## src/rtl/led_sft_arb_if.sv

```systemverilog
// Requester-side and shift-chain signals of the shared LED shift-chain arbiter.
// The master modport is the requester/bench side, the slave modport is the arbiter.
interface led_sft_arb_if #(
  parameter int unsigned NREQ = 4,
  parameter int unsigned DW   = 8
);
  logic [NREQ-1:0]    req;
  logic [NREQ*DW-1:0] din;
  logic [NREQ-1:0]    gnt;
  logic [NREQ-1:0]    done;
  logic               busy;
  logic               sft_shcp;
  logic               sft_ds;
  logic               sft_stcp;

  modport master (
    output req, din,
    input  gnt, done, busy, sft_shcp, sft_ds, sft_stcp
  );

  modport slave (
    input  req, din,
    output gnt, done, busy, sft_shcp, sft_ds, sft_stcp
  );
endinterface

```

## src/rtl/led_sft_arb.sv

```systemverilog
// Round-robin arbiter sharing one 74HC595-style LED shift chain between NREQ requesters.
// Each granted word is shifted out MSB-first, then committed with one storage-latch pulse.
module led_sft_arb #(
  parameter int unsigned NREQ = 4,
  parameter int unsigned DW   = 8,
  parameter int unsigned DIV  = 4
) (
  input logic         clk,
  input logic         rst_n,
  led_sft_arb_if.slave bus
);
  localparam int unsigned DivW  = (DIV > 1) ? $clog2(DIV) : 1;
  localparam int unsigned BitW  = (DW > 1) ? $clog2(DW) : 1;
  localparam int unsigned LastW = $clog2(NREQ);

  localparam logic [DivW-1:0]  DivMax  = DivW'(DIV - 1);
  localparam logic [BitW-1:0]  BitMax  = BitW'(DW - 1);
  localparam logic [LastW-1:0] LastRst = LastW'(NREQ - 1);

  typedef enum logic [1:0] {StIdle, StShift, StLatch} state_e;

  state_e           state_q;
  logic [DivW-1:0]  div_q;
  logic [BitW-1:0]  bit_q;
  logic [LastW-1:0] last_q;
  logic [DW-1:0]    sreg_q;
  logic [NREQ-1:0]  gnt_q;
  logic [NREQ-1:0]  done_q;
  logic             busy_q;
  logic             shcp_q;
  logic             ds_q;
  logic             stcp_q;

  logic             found;
  logic [LastW-1:0] win;
  logic [LastW-1:0] idx;
  logic [DW-1:0]    win_word;
  logic [DW-1:0]    sreg_shl;

  // Search upward from the slot after the last winner, wrapping around.
  always_comb begin
    found = 1'b0;
    win   = '0;
    idx   = '0;
    for (int unsigned off = 1; off <= NREQ; off++) begin
      idx = LastW'((32'(last_q) + off) % NREQ);
      if (!found && bus.req[idx]) begin
        found = 1'b1;
        win   = idx;
      end
    end
    win_word = bus.din[32'(win)*DW +: DW];
  end

  assign sreg_shl = sreg_q << 1;

  always_ff @(posedge clk or negedge rst_n) begin
    if (!rst_n) begin
      state_q <= StIdle;
      div_q   <= '0;
      bit_q   <= '0;
      last_q  <= LastRst;
      sreg_q  <= '0;
      gnt_q   <= '0;
      done_q  <= '0;
      busy_q  <= 1'b0;
      shcp_q  <= 1'b0;
      ds_q    <= 1'b0;
      stcp_q  <= 1'b0;
    end else begin
      gnt_q  <= '0;
      done_q <= '0;
      case (state_q)
        StIdle: begin
          if (found) begin
            sreg_q  <= win_word;
            gnt_q   <= NREQ'(1) << win;
            last_q  <= win;
            ds_q    <= win_word[DW-1];
            div_q   <= '0;
            bit_q   <= '0;
            busy_q  <= 1'b1;
            state_q <= StShift;
          end
        end
        StShift: begin
          if (div_q != DivMax) begin
            div_q <= div_q + 1'b1;
          end else begin
            div_q <= '0;
            if (!shcp_q) begin
              shcp_q <= 1'b1;
            end else begin
              // Data only moves on the falling shift clock to keep setup/hold symmetric.
              shcp_q <= 1'b0;
              sreg_q <= sreg_shl;
              if (bit_q == BitMax) begin
                ds_q    <= 1'b0;
                stcp_q  <= 1'b1;
                state_q <= StLatch;
              end else begin
                ds_q  <= sreg_shl[DW-1];
                bit_q <= bit_q + 1'b1;
              end
            end
          end
        end
        StLatch: begin
          if (div_q != DivMax) begin
            div_q <= div_q + 1'b1;
          end else begin
            div_q   <= '0;
            stcp_q  <= 1'b0;
            done_q  <= NREQ'(1) << last_q;
            busy_q  <= 1'b0;
            state_q <= StIdle;
          end
        end
        default: state_q <= StIdle;
      endcase
    end
  end

  assign bus.gnt      = gnt_q;
  assign bus.done     = done_q;
  assign bus.busy     = busy_q;
  assign bus.sft_shcp = shcp_q;
  assign bus.sft_ds   = ds_q;
  assign bus.sft_stcp = stcp_q;
endmodule
```

## src/flat_wrapper.sv

```systemverilog
// flat-port wrapper written by rule: the top's interface ports become plain ports
module led_sft_arb_flat 
#(
  parameter int unsigned NREQ = 4,
  parameter int unsigned DW   = 8,
  parameter int unsigned DIV  = 4
)
  (clk, rst_n, bus_req, bus_din, bus_gnt, bus_done, bus_busy, bus_sft_shcp, bus_sft_ds, bus_sft_stcp);
  led_sft_arb_if #(.NREQ(NREQ), .DW(DW)) bus_i ();
  input logic clk;
  input logic rst_n;
  input wire logic [$bits(bus_i.req)-1:0] bus_req;
  input wire logic [$bits(bus_i.din)-1:0] bus_din;
  output wire logic [$bits(bus_i.gnt)-1:0] bus_gnt;
  output wire logic [$bits(bus_i.done)-1:0] bus_done;
  output wire logic [$bits(bus_i.busy)-1:0] bus_busy;
  output wire logic [$bits(bus_i.sft_shcp)-1:0] bus_sft_shcp;
  output wire logic [$bits(bus_i.sft_ds)-1:0] bus_sft_ds;
  output wire logic [$bits(bus_i.sft_stcp)-1:0] bus_sft_stcp;
  assign bus_i.req = bus_req;
  assign bus_i.din = bus_din;
  assign bus_gnt = bus_i.gnt;
  assign bus_done = bus_i.done;
  assign bus_busy = bus_i.busy;
  assign bus_sft_shcp = bus_i.sft_shcp;
  assign bus_sft_ds = bus_i.sft_ds;
  assign bus_sft_stcp = bus_i.sft_stcp;
  led_sft_arb #(.NREQ(NREQ), .DW(DW), .DIV(DIV)) u_core (.clk(clk), .rst_n(rst_n), .bus(bus_i));
endmodule
```

## config.mk

```make
export PLATFORM = sky130hd
export DESIGN_NAME = led_sft_arb_flat
export DESIGN_NICKNAME = d
export VERILOG_FILES = /design/src/rtl/led_sft_arb_if.sv /design/src/rtl/led_sft_arb.sv /design/src/flat_wrapper.sv
export SDC_FILE = /design/constraint.sdc
export NUM_CORES = 1
export LEC_CHECK = 0
export ABC_AREA = 1
export CAP_MARGIN = 20
export CORE_MARGIN = 3
export CORE_UTILIZATION = 46
export CTS_BUF_LIST = sky130_fd_sc_hd__clkbuf_4
export CTS_CLUSTER_DIAMETER = 120
export CTS_CLUSTER_SIZE = 12
export DETAILED_ROUTE_END_ITERATION = 16
export PLACE_DENSITY = 0.82
export SLEW_MARGIN = 20
export SYNTH_ARGS = -nofsm -noshare
export SYNTH_HDL_FRONTEND = slang
export SYNTH_SLANG_ARGS = --single-unit
```

## constraint.sdc

```tcl
create_clock -name clk -period 2 [get_ports clk]
set_clock_uncertainty 0.05 [all_clocks]
set_input_delay 0.4 -clock clk [delete_from_list [all_inputs] [get_ports clk]]
set_output_delay 0.4 -clock clk [all_outputs]
set_load 0.01 [all_outputs]
```

Word level (Yosys, flattened, before mapping)

Index checks and enable logic that the tools add are counted.

Div/mod/pow operators: 0
Eq/ne operators: 10
Reduce and logical (&&, ||, !) cells: 20
Multiplexer cells: 51
Magnitude comparators: 4
Shift-type cells: 3
$mul: 0
Bitwise gates (word level): 1
$add $sub $neg: 6

Operator list:

| cell                                                        | count |
|---|---|
| variable part select 32 x 6 -> 8 bit                        | 1 |
| two-way mux 2 bit                                           | 11 |
| two-way mux 7 bit                                           | 3 |
| two-way mux 1 bit                                           | 18 |
| two-way mux 4 bit                                           | 4 |
| AND reduction 5 bit                                         | 3 |
| one-hot mux 7 bit (2 select lines)                          | 1 |
| less-than comparator 2 x 3 -> 1 bit (second input constant) | 4 |
| two-way mux 3 bit                                           | 4 |
| binary-select mux 1 bit (select 2 bit)                      | 4 |
| inequality test 2 bit (second input constant)               | 4 |
| nonzero test 2 bit                                          | 4 |
| left shift 1 x 2 -> 4 bit (first input constant)            | 2 |
| adder 2 x 1 -> 2 bit (second input constant)                | 3 |
| inequality test 2 x 1 -> 1 bit (second input constant)      | 3 |
| one-hot mux 1 bit (2 select lines)                          | 3 |
| one-hot mux 2 bit (3 select lines)                          | 1 |
| one-hot mux 3 bit (2 select lines)                          | 1 |
| AND reduction 2 bit                                         | 3 |
| adder 2 bit (second input constant)                         | 2 |
| one-hot mux 2 bit (2 select lines)                          | 1 |
| AND reduction 4 bit                                         | 1 |
| adder 3 x 1 -> 3 bit (second input constant)                | 1 |
| equality test 3 bit (second input constant)                 | 1 |
| 8 further kinds                                             | 12 |

Word-level logic and storage cells: 106
Bits in writable memories: 0
Register bits: 28
Latch bits: 0
Memories: 0
Output and inout port bits: 12
Input bits: 38
Bits in read-only memories: 0

Longest topological paths before layout

Depth in word-level cells: 16
Mapped depth: 17
Mapped depth without buffers: 15

Worst setup path before layout

OpenSTA, ideal clock, no wires.

Path type: reg2reg
Start: register u_core.last_q[0]
End: register u_core.sreg_q[6]
Path buffers: 2
Required time: 1.833 ns
Path slack: -0.216 ns
Arrival: 2.050 ns
Cell stages (with the launch flop): 17
Clock period less this slack: 2.216 ns
Cells stage by stage: dfstp_2 -> buf_6 -> inv_8 -> ha_1 -> inv_1 -> nand3_1 -> nand2_2 -> nand4_2 -> nand2_4 -> nand2_4 -> buf_6 -> nand2_1 -> nand2_1 -> nand2_1 -> nand3_1 -> nand2_1 -> nand2_1

Word-level cells in the longest chain between the ends: 16
Elaborated cells between the ends (all ways): 31
Classes of those cells: add/sub (4); eq/ne (1); shift (1); mux (18); reduce/logical (7)

RTL lines:

| item                                    | line              | RTL |
|---|---|---|
| start, declared                         | led_sft_arb.sv:25 | `logic [LastW-1:0] last_q;` |
| start signal, assigned                  | led_sft_arb.sv:62 | `last_q <= LastRst;` |
| start signal, assigned                  | led_sft_arb.sv:78 | `last_q <= win;` |
| adder 2 x 1 -> 2 bit                    | led_sft_arb.sv:46 | `idx = LastW'((32'(last_q) + off) % NREQ);` |
| binary-select mux 1 bit (select 2 bit)  | led_sft_arb.sv:47 | `if (!found && bus.req[idx]) begin` |
| two-way mux 1 bit (implied by the code) | led_sft_arb.sv:47 |  |
| two-way mux 1 bit                       | led_sft_arb.sv:47 |  |
| zero test 1 bit                         | led_sft_arb.sv:47 |  |
| logical AND 1 bit                       | led_sft_arb.sv:47 |  |
| two-way mux 1 bit                       | led_sft_arb.sv:47 |  |
| zero test 1 bit                         | led_sft_arb.sv:47 |  |
| logical AND 1 bit                       | led_sft_arb.sv:47 |  |
| two-way mux 1 bit                       | led_sft_arb.sv:47 |  |
| zero test 1 bit                         | led_sft_arb.sv:47 |  |
| logical AND 1 bit                       | led_sft_arb.sv:47 |  |
| two-way mux 2 bit                       | led_sft_arb.sv:47 |  |
| variable part select 32 x 6 -> 8 bit    | led_sft_arb.sv:52 | `win_word = bus.din[32'(win)*DW +: DW];` |
| two-way mux 7 bit                       | led_sft_arb.sv:75 | `if (found) begin` |
| one-hot mux 7 bit (2 select lines)      | led_sft_arb.sv:73 | `case (state_q)` |
| end signal, assigned                    | led_sft_arb.sv:76 | `sreg_q <= win_word;` |
| end signal, assigned                    | led_sft_arb.sv:96 | `sreg_q <= sreg_shl;` |
| end, declared                           | led_sft_arb.sv:26 | `logic [DW-1:0] sreg_q;` |

Parallel ways exist; a longest one is shown, timed or not. The select of a mux whose other input is x is not followed.
A chain may end at the register's enable or synchronous reset.

Worst setup path after layout

Start: register u_core.last_q[0]
End: register u_core.sreg_q[4]

Same word-level chain as after synthesis.

==> impl_metrics.ini <==
[outcome]
run_status = complete, but fails checks
violations = negative setup slack

[timing]
min_period_ns = 2.27
worstMarginPinSlew_ns = 0.653
setup_slack_ns = -0.268
holdWs_ns = 0.358
min_period_over_period_pct = 113
finalSetupViolations = 19
maxSlewHeadroom_pct = 56.4
max_freq_mhz = 441
drv_slew = 0
hold_viol = 0
rsz0062_at_grt = true

[route]
routedWlPerCell_um = 14.3
ant_nets = 0
firstDrtPassIters = 4
dr_total_vias = 2123
drc = 0
vias_per_cell = 5.32
drt_iter0_drc = 151
wirelength_um = 5700

[layout]
areaGrowthSynthToFinish_pct = 52.3
design_area_um2 = 3050
regArea_um2 = 703
diodes = 0
multi_input_area_um2 = 1280
layout.nets = 398
fillCellCount = 314
drive_above_1_share_pct = 26.1
utilization_pct = 74.2

[setup_path]
cp_slowest_cell = dfstp_2
crit_fanout = 7
cp-start-kind = flop
critPathMaxStageDelay_ns = 0.62
crit_top_cell = nand2_2
crit_arrival_ns = 2.47
cp-end-kind = flop
r2r_setup_slack_ns = -0.27
crit_chain = inv_8, buf_6, nand2_4, nand2_2, nand2_2, nand2_2, buf_4, o21ai_4, buf_12, clkbuf_16, nand3b_1, nand3_1, nand3_1, nand2_1, o21ai_1
cp.required_ns = 2.20
path_class = reg -> reg

[grt]
grt_max_degree = 29
first_global_vias = 1925
grt_pass1_wl_um = 8130
grt_usage_pct = 19.4
antenna_found_initial = 0
globalRouteOverflowTotal = 0

[flow_run]
cap_violations = 0

[place]
dpl_cell_area_um2 = 2730
port_buffers = 49
gp_congestion = 0.824
place_hpwl_um = 3670

[floorplanning]
coreArea_um2 = 4120
start_util_pct = 48.7
die_area_um2 = 5190
die_x_um = 72.0
rows = 23
die_height_um = 72.0
io_pins = 50

[synth]
synth_xor_area_share_pct = 0
synth_compound_area_share_pct = 8.05
synth-seq-cells = 28
synth_edf_count = 0
synth_area_per_cell_um2 = 7.26
yosys_warnings = 0
yosys_most_used_dff = dfrtp_1
syn_inst = 276
synth_top_family_by_area = simple AND/OR/NAND/NOR gates
syn_nets = 324
synth_area_um2 = 2000
yosys-mux-area-fraction_pct = 0
ys_types = 32
synthAdderAreaFrac_pct = 6.24
synth-simple-area-share_pct = 37.8
ys_async_sr_fraction_pct = 100
ys_seq_area_share_pct = 35.1

[power_and_ir_drop]
power_density_nw_per_um2 = 2020
p_leak_nw = 1.52
vdd_drop_max_uv = 1200

[cts]
cts_tree = yes
cts_buffers = 3
clock-sinks = 28
clock_path_buffers = 2
path_clk_slew_ns = 0.16
cts_root_buffer = clkbuf_4
clk_latency_ns = 0.35
cts_hold_buf = 0
htreeDepth = 1

[hold_path]
min_path_type = in -> async
-- final timing paths --
check | to | startpoint | depth (start not counted)
min in group clk | u_core.sreg_q[0] | u_core.sreg_q[0] | 2
worst min register to register | u_core.sreg_q[0] | u_core.sreg_q[0] | 2
worst max register to register | u_core.sreg_q[4] | u_core.last_q[0] | 15
worst min-delay path | u_core.bus.gnt[0] | rst_n | 2
max in group asynchronous | u_core.last_q[1] | rst_n | 2
worst max-delay path | u_core.sreg_q[4] | u_core.last_q[0] | 15
-- worst max-delay path, delay by kind of cell (launching register included) --
family                 cells  cell delay [ns]
buffers and inverters      5             0.63
and+or+nand+nor            8             0.65
DFF                        1             0.62
AOI/OAI and AO/OA          2             0.22
-- final cells by class --
| class | count | area share (%) |
|---|---|---|
| Multi-Input combinational cell | 194 | 42.0 |
| Inverter | 48 | 6.64 |
| Sequential cell | 28 | 23.0 |
| Clock buffer | 3 | 0.738 |
| Timing Repair Buffer | 74 | 25.2 |
| Timing Repair inverter | 1 | 0.205 |
| Tap cell | 50 | 2.05 |
| Clock inverter | 1 | 0.123 |
-- power breakdown --
part / leakage [nW] / switching (W) / internal [W]
sequential: 0.354 / 0.000121 / 0.000791
combinational: 1.15 / 0.00289 / 0.00212
clock: 0.0154 / 0.000176 / 0.0000737
-- cell families (layout without fill, tap and decap cells) --
family / after synthesis / after routing
and+or+nand+nor: 154 / 156
buffers and inverters: 56 / 127
AOI/OAI and AO/OA: 28 / 28
adders and majority gates: 10 / 10
DFF: 28 / 28
-- repair_timing --
item                       CTS  global route
pin swaps                    5            19
resized for setup            9            33
setup buffers                1             2
gates cloned                 2             4
setup endpoints to repair   17            22
-- per-layer routing --
| metal | track usage, % | routed length (um) | vias to the layer above |
|---|---|---|---|
| met3 | 2.49 | 374 | 17 |
| li1 | - | - | 1023 |
| met5 | 0 | 0 | - |
| met2 | 33.8 | 2870 | 100 |
| met1 | 24.3 | 2310 | 983 |
| met4 | 7.72 | 152 | 0 |
-- through the flow --
stage	worst slack, ns	TNS (ns)	instances	total power [W]
2_1_floorplan	-0.0910	-0.789	276	0.00365
3_3_place_gp	-0.205	-2.76	386	0.00457
3_5_place_dp	-0.251	-3.66	386	0.00468
4_1_cts	-0.106	-1.21	393	0.00512
5_1_grt	-0.371	-4.14	399	0.00666
6_report	-0.268	-2.22	399	0.00617
-- cells in the final DEF (no fill, tap or decap), types with 4 or more instances in the layout --
master / synthesis / final
inv_4: 0 / 4
nand2_8: 1 / 6
o21ai_1: 7 / 6
nand2_2: 9 / 14
o21ai_0: 7 / 7
ha_1: 10 / 9
nor2_1: 16 / 12
nand3b_1: 6 / 6
buf_4: 3 / 13
a21oi_1: 10 / 7
nand3_1: 41 / 33
nor2_4: 1 / 5
nand2_1: 67 / 56
dfrtp_1: 26 / 26
buf_6: 3 / 6
inv_1: 44 / 41
nand2_4: 3 / 6
a21oi_2: 1 / 4
clkdlybuf4s50_1: 0 / 49
nand3_2: 1 / 8
-- flip-flops by register name (all words and copies together), names as in the netlist --
name,count
u_core.bus.sft_stcp,1
u_core.bus.sft_shcp,1
u_core.bus.done,4
u_core.bus.sft_ds,1
u_core.sreg_q,7
u_core.bit_q,3
u_core.state_q,2
u_core.bus.gnt,4
u_core.last_q,2
u_core.div_q,2
u_core.bus.busy,1
-- Yosys cell counts (2+ instances only) --
master,count,area share (%)
nor2_2,3,0.94
dfrtp_1,26,32
o21ai_0,7,1.7
inv_2,2,0.37
nand2_2,9,2.8
nand3b_1,6,2.2
a21oi_1,10,2.5
nand3_1,41,10
o21ai_1,7,1.7
buf_4,3,1.1
buf_6,3,1.7
ha_1,10,6.2
nor2_1,16,3.0
dfstp_2,2,2.6
nand4_1,3,0.94
nand2_4,3,1.7
nand2_1,67,13
inv_1,44,8.2
No activity file was read; power rests on OpenSTA's default activity.
